## config.mk

```make
export PLATFORM = sky130hd
export DESIGN_NAME = sequenceur_addition_multioctet
export DESIGN_NICKNAME = d
export VERILOG_FILES = /design/src/rtl/sequenceur_addition_multioctet.sv
export SDC_FILE = /design/constraint.sdc
export NUM_CORES = 1
export LEC_CHECK = 0
export CORE_MARGIN = 1.5
export CORE_UTILIZATION = 54
export DETAILED_ROUTE_END_ITERATION = 10
export PLACE_DENSITY = 0.85
export SYNTH_ARGS = -nofsm -noshare
export SYNTH_HDL_FRONTEND = slang
export SYNTH_SLANG_ARGS = --single-unit
```

## constraint.sdc

```tcl
create_clock -name clk -period 5.76 [get_ports clk]
set_input_delay 1.152 -clock clk [delete_from_list [all_inputs] [get_ports clk]]
set_output_delay 1.152 -clock clk [all_outputs]
set_load 0.005 [all_outputs]
```

## src/rtl/sequenceur_addition_multioctet.sv

```systemverilog
// Multi-byte add/subtract sequencer: one 8-bit adder reused over NBYTES cycles,
// LSB byte first, with the inter-byte carry held in a register.
module sequenceur_addition_multioctet #(
  parameter int unsigned NBYTES = 4
) (
  input  logic                  clk,
  input  logic                  rst,
  input  logic                  start,
  input  logic                  op_sub,
  input  logic [8*NBYTES-1:0]   a_in,
  input  logic [8*NBYTES-1:0]   b_in,
  input  logic                  rin,
  output logic                  busy,
  output logic                  done,
  output logic [8*NBYTES-1:0]   s_out,
  output logic                  rout,
  output logic                  ovf
);

  localparam int unsigned W  = 8 * NBYTES;
  localparam int unsigned IW = (NBYTES > 1) ? $clog2(NBYTES) : 1;

  typedef enum logic {IDLE, RUN} state_t;

  state_t          state_q, state_d;
  logic [IW-1:0]   idx_q, idx_d;
  logic [W-1:0]    a_q, a_d;
  logic [W-1:0]    b_q, b_d;
  logic            carry_q, carry_d;
  logic            busy_d, done_d, rout_d, ovf_d;
  logic [W-1:0]    s_d;

  logic [7:0]      a_byte_c, b_byte_c;
  logic [8:0]      sum_c;
  logic            last_c;

  // State and output registers
  always_ff @(posedge clk) begin
    if (rst) begin
      state_q <= IDLE;
      idx_q   <= '0;
      a_q     <= '0;
      b_q     <= '0;
      carry_q <= 1'b0;
      busy    <= 1'b0;
      done    <= 1'b0;
      s_out   <= '0;
      rout    <= 1'b0;
      ovf     <= 1'b0;
    end else begin
      state_q <= state_d;
      idx_q   <= idx_d;
      a_q     <= a_d;
      b_q     <= b_d;
      carry_q <= carry_d;
      busy    <= busy_d;
      done    <= done_d;
      s_out   <= s_d;
      rout    <= rout_d;
      ovf     <= ovf_d;
    end
  end

  // Shared byte adder and next-state logic
  always_comb begin
    state_d  = state_q;
    idx_d    = idx_q;
    a_d      = a_q;
    b_d      = b_q;
    carry_d  = carry_q;
    busy_d   = busy;
    done_d   = 1'b0;
    s_d      = s_out;
    rout_d   = rout;
    ovf_d    = ovf;

    a_byte_c = a_q[{idx_q, 3'b000} +: 8];
    b_byte_c = b_q[{idx_q, 3'b000} +: 8];
    sum_c    = 9'(a_byte_c) + 9'(b_byte_c) + 9'(carry_q);
    last_c   = (idx_q == IW'(NBYTES - 1));

    case (state_q)
      IDLE: begin
        if (start) begin
          a_d     = a_in;
          b_d     = op_sub ? ~b_in : b_in;
          carry_d = op_sub ? 1'b1 : rin;
          idx_d   = '0;
          busy_d  = 1'b1;
          s_d     = '0;
          state_d = RUN;
        end
      end
      RUN: begin
        s_d[{idx_q, 3'b000} +: 8] = sum_c[7:0];
        carry_d = sum_c[8];
        if (last_c) begin
          rout_d  = sum_c[8];
          // b_q already holds the inverted operand for subtraction
          ovf_d   = (a_byte_c[7] == b_byte_c[7]) && (sum_c[7] != a_byte_c[7]);
          done_d  = 1'b1;
          busy_d  = 1'b0;
          idx_d   = '0;
          state_d = IDLE;
        end else begin
          idx_d = idx_q + IW'(1);
        end
      end
      default: state_d = IDLE;
    endcase
  end

endmodule

```

# After elaboration in Yosys (flattened, before gate mapping)
# Cells that the tools add are included.
[classes]
add_sub_neg = 4
n_eq_ne = 5
n_shift = 4
n_mux = 17
bitwise = 2
n_reduce_logical = 5
[op_table]
columns = ["cell", "count"]
rows = [
  ["two-way mux 32 bit", 2],
  ["one-hot mux 32 bit (2 select lines)", 1],
  ["indexed part select 32 x 6 -> 8 bit", 2],
  ["bitwise mux 32 bit", 1],
  ["inverter 32 bit", 1],
  ["variable shift 8 x 7 -> 32 bit, first input constant", 1],
  ["indexed part select 8 x 7 -> 32 bit", 1],
  ["adder 8 x 8 -> 9 bit", 1],
  ["adder 9 x 1 -> 9 bit", 1],
  ["two-way mux 1 bit", 7],
  ["negator 5 -> 7 bit", 1],
  ["one-hot mux 1 bit (2 select lines)", 3],
  ["AND reduction 2 bit", 3],
  ["two-way mux 2 bit", 2],
  ["one-hot mux 2 bit (2 select lines)", 1],
  ["adder 2 x 1 -> 2 bit, second input constant", 1],
  ["== test 2 bit, second input constant", 1],
  ["!= test 2 x 1 -> 1 bit, second input constant", 1],
  ["!= test 2 bit, second input constant", 1],
  ["OR reduction 2 bit", 1],
  ["== test 1 bit", 1],
  ["logical AND 1 bit", 1],
  ["!= test 1 bit", 1],
  ["inverter 1 bit", 1],
]
[totals]
regBits = 104
inputBits = 69
output_inout_bits = 36

# Depth between registers and ports, before layout
[depth]
word_depth = 6
mapped_depth = 9

# Worst setup path before layout
# No wires, ideal clock.
[synth_path]
kind = "register to register"
start = "register idx_q[0]"
end = "register rout"
setup_time_ps = 134
t_arrival_ps = 2851
required_ps = 5626
path_slack_ps = 2775
stages_incl_launch_ff = 10
path_cell_list = "dfxtp_1 > buf_4 > mux4_2 > fa_1 > fa_1 > a21o_1 > a221oi_2 > nor2b_1 > o21ai_0 > a311oi_1"
[synth_between]
elab_chain_cells = 3
[synth_lines]
columns = ["element", "line", "source"]
rows = [
  ["start, declared", "26", "logic [IW-1:0] idx_q, idx_d;"],
  ["start signal, assigned", "52", "idx_q <= idx_d;"],
  ["indexed part select 32 x 6 -> 8 bit (on tied branches)", "77, 78", ""],
  ["adder 8 x 8 -> 9 bit", "79", "sum_c = 9'(a_byte_c) + 9'(b_byte_c) + 9'(carry_q);"],
  ["adder 9 x 1 -> 9 bit", "79", ""],
  ["end signal, assigned", "59", "rout <= rout_d;"],
  ["end, declared", "16", "output logic rout,"],
]
# Several ways; a longest one is shown, not always the timed one.
# A chain may end at the register's enable or synchronous reset.

# Worst setup path in the final report
[layout_path]
start = "register idx_q[1]"
end = "register s_out[6]"
[layout_between]
elab_chain_cells = 6
[layout_lines]
columns = ["element", "line", "source"]
rows = [
  ["indexed part select 32 x 6 -> 8 bit (on tied branches)", "77, 78", ""],
  ["adder 8 x 8 -> 9 bit", "79", ""],
  ["adder 9 x 1 -> 9 bit", "79", ""],
  ["indexed part select 8 x 7 -> 32 bit", "95", "s_d[{idx_q, 3'b000} +: 8] = sum_c[7:0];"],
  ["bitwise mux 32 bit *", "95", ""],
  ["one-hot mux 32 bit (2 select lines) *", "82", "case (state_q)"],
  ["end signal, assigned", "47", "s_out <= '0;"],
  ["end signal, assigned", "58", "s_out <= s_d;"],
  ["end, declared", "15", "output logic [8*NBYTES-1:0] s_out,"],
]
# Every way passes the cells marked *; elsewhere a longest branch is shown, timed or not.

==> reports/summary.txt <==
status = finished, final reports clean
DRC errors left = 0
PortBufs = 104
CTS tree = built
die span in x = 96.1 um
Netlist cell types = 42
Root Driver = clkbuf_8
routability cong. = 0.834
crit start category = register
cells along the critical path = mux4_2, fa_1, fa_1, a21o_1, a221oi_2, xnor2_1, a22oi_1, nor2_1
Routed WL per cell = 16.8 um
core area = 8300 um2
CTS buffer count = 9
Syn Area/Cell = 9.55 um2
CP Capture Type = register
synth top area cells = dfxtp_1 (44%), mux4_2 (7.7%), xnor2_1 (6.7%)
Initial DRC Count = 261
Die Y = 96.1 um
Initial Utilization = 56.4%
Req. time, crit path = 6.05 ns
Slew HR = 21.8%
vias = 3991
CTS Sinks = 104
number of fill cells = 610
Static Leak = 2.12 nW
total power = 1.59 mW
Slew @ Worst Pin = 1.17 ns
Final Core Density = 71.6%
first-pass GRT wire length = 18100 um
Routed Antenna Nets = 0
H-tree depth = 3
cell row count = 33
Synth async-reset ratio = 0%
dominant cell type by area after synthesis = dfxtp_1
max-cap violation count = 0
Max FO, Critical Path = 20
mapped cell area = 4680 um2
Pins Over Slew Limit = 0
DP HPWL = 8430 um
period utilisation layout = 59.7%
worst IR drop on VDD = 159 uV
Setup violations, final = 0
First-pass DRT Iterations = 5
register area share after synthesis = 44.5%
top cell type's share of synthesized area = 44.5%
FMAX = 0.291 GHz
count of final hold-check violations = 0
Setup Fix Bufs, Post-CTS = 0
delay of the slowest critical-path stage = 0.92 ns
GR Overflow Total = 0
number of synthesized flops with an enable pin = 0
Fin Hold WS = 0.468 ns
synthesized flop and latch total = 104
Clk Latency, worst-skew pair = 0.37 ns
Max Clock Skew = 0.00919 ns
Worst Hold Class = register to register
CTS clk-pin slew, worst paths = 0.09 ns
final total negative setup slack = 0 ns
number of I/O pins = 105
antenna violations before repair = 0
CTS Hold Bufs = 0
DRT Wirelength = 11500 um
layout cells sized above 1 = 8.15%
critical path type = register to register
dominant synthesized flop cell = dfxtp_1
net count after synthesis = 572
Top cell by count, worst path = fa_1
pwr/cell area = 268 nW/um2
placed cells = 666
yosys warns = 0
number of global-route vias before repair = 3635
Area Overhead vs Synth = 27.0%
post-route minimum period = 3.44 ns
Sequential Area = 2080 um2
Crit path arrival time = 3.73 ns
Layout Nets = 654
Mapped Cells = 490
cell family with most CP delay = flip-flops
CTS Buffer Depth = 2
pin count of the biggest net entering global routing = 98
# diodes = 0
cts repair resizes = 0
Slowest-stage cell, CP = dfxtp_1
Vias/cell = 5.85
all-layer global routing usage = 26.0%
area taken by multi-input logic gates = 2420 um2
RSZ-0062 raised after global routing = no
die area = 9240 um2
final std cells w/o fill = 682
Bufs and invs on worst path = 0
-- final timing paths --
path / start / to / slack (ns) / cells past startpoint
setup / recovery: idx_q[1] / s_out[6] / 2.32 / 8
hold / removal: a_q[4] / a_q[4] / 0.47 / 2
setup reg to reg: idx_q[1] / s_out[6] / 2.32 / 8
hold reg to reg: a_q[4] / a_q[4] / 0.47 / 2
-- where the power goes --
part / switching (mW) / internal (mW) / leakage, nW / total (mW)
Combinational: 0.143 / 0.132 / 1.15 / 0.276
Clock: 0.242 / 0.290 / 0.118 / 0.532
Sequential: 0.0265 / 0.756 / 0.851 / 0.783
Total: 0.412 / 1.18 / 2.12 / 1.59
-- state kept, by name, summed over array words and instances, names as in the netlist --
name,cells
s_out,32
b_q,32
done,1
carry_q,1
idx_q,2
busy,1
rout,1
a_q,32
state_q,1
ovf,1
-- Yosys cell counts (2+ instances only) --
master / number
a21oi_1: 39
fa_1: 2
xnor2_1: 36
nor3_1: 3
nor3b_1: 3
nand2b_1: 2
a311oi_1: 2
inv_1: 4
a32o_1: 8
nand2_1: 70
clkbuf_1: 13
ha_1: 11
nor4_1: 2
nor2_1: 67
a211oi_1: 32
and2_1: 4
o21ai_0: 2
a21o_1: 3
dfxtp_1: 104
buf_1: 8
nor4b_4: 2
mux4_2: 16
buf_4: 2
buf_2: 12
nor4b_1: 2
a22oi_1: 24
nor2b_1: 2
-- through the flow --
| step | setup slack [ns] | area, um2 |
|---|---|---|
| after floorplan | 2.78 | 4680 |
| after global placement | 2.54 | 5710 |
| after detailed placement | 2.43 | 5710 |
| after CTS | 2.38 | 5940 |
| after global routing | 2.24 | 5940 |
| final | 2.32 | 5940 |
-- cell families after synthesis --
group                      count (synthesis)  share of synthesized area [%]
and+or+nand+nor                          163                           15.8
AOI/OAI and AO/OA                        116                           17.3
DFF                                      104                           44.5
buffers and inverters                     41                           3.93
xor gates and xnor gates                  37                           6.92
muxes                                     16                           7.70
adders and majority gates                 13                           3.80
-- worst min-delay path, delay by kind of cell (launching register included) --
kind	cells	cell delay, ns
simple gates	1	0.05
compound gates	1	0.05
flops	1	0.32
-- per-layer routing --
metal	up-vias	GRT usage (%)	share of wire, %
met5	-	0	0
met4	0	9.56	2.0
met3	16	5.45	7.0
met2	175	43.1	49
met1	1906	33.3	42
li1	1894	-	-
-- area by class of cell --
type | count | share of cell area (%)
repair buffers | 107 | 17.7
clock inverters | 5 | 1.75
multi-input cells | 345 | 40.8
inverters | 5 | 0.316
flip-flops and latches | 104 | 35.0
clock buffers | 11 | 2.21
well taps | 105 | 2.21
-- layout by cell type, fill, tap and decap left out, types with 2 or more instances in the layout --
| master | Yosys | final |
|---|---|---|
| nor4b_4 | 2 | 2 |
| a21o_1 | 3 | 3 |
| xnor2_1 | 36 | 36 |
| nor4_1 | 2 | 2 |
| a211oi_1 | 32 | 32 |
| bufinv_16 | 0 | 3 |
| fa_1 | 2 | 2 |
| clkbuf_8 | 0 | 9 |
| dfxtp_1 | 104 | 104 |
| a311oi_1 | 2 | 2 |
| nor3_1 | 3 | 3 |
| buf_2 | 12 | 2 |
| buf_4 | 2 | 3 |
| nor2_1 | 67 | 67 |
| nor3b_1 | 3 | 3 |
| inv_1 | 4 | 4 |
| ha_1 | 11 | 11 |
| a21oi_1 | 39 | 39 |
| and2_1 | 4 | 4 |
| a22oi_1 | 24 | 24 |
| nand2b_1 | 2 | 2 |
| a32o_1 | 8 | 8 |
| o21ai_0 | 2 | 2 |
| mux4_2 | 16 | 16 |
| nor4b_1 | 2 | 2 |
| clkbuf_1 | 13 | 2 |
| nand2_1 | 70 | 70 |
| clkdlybuf4s50_1 | 0 | 102 |
(Power assumes the default switching activity.)
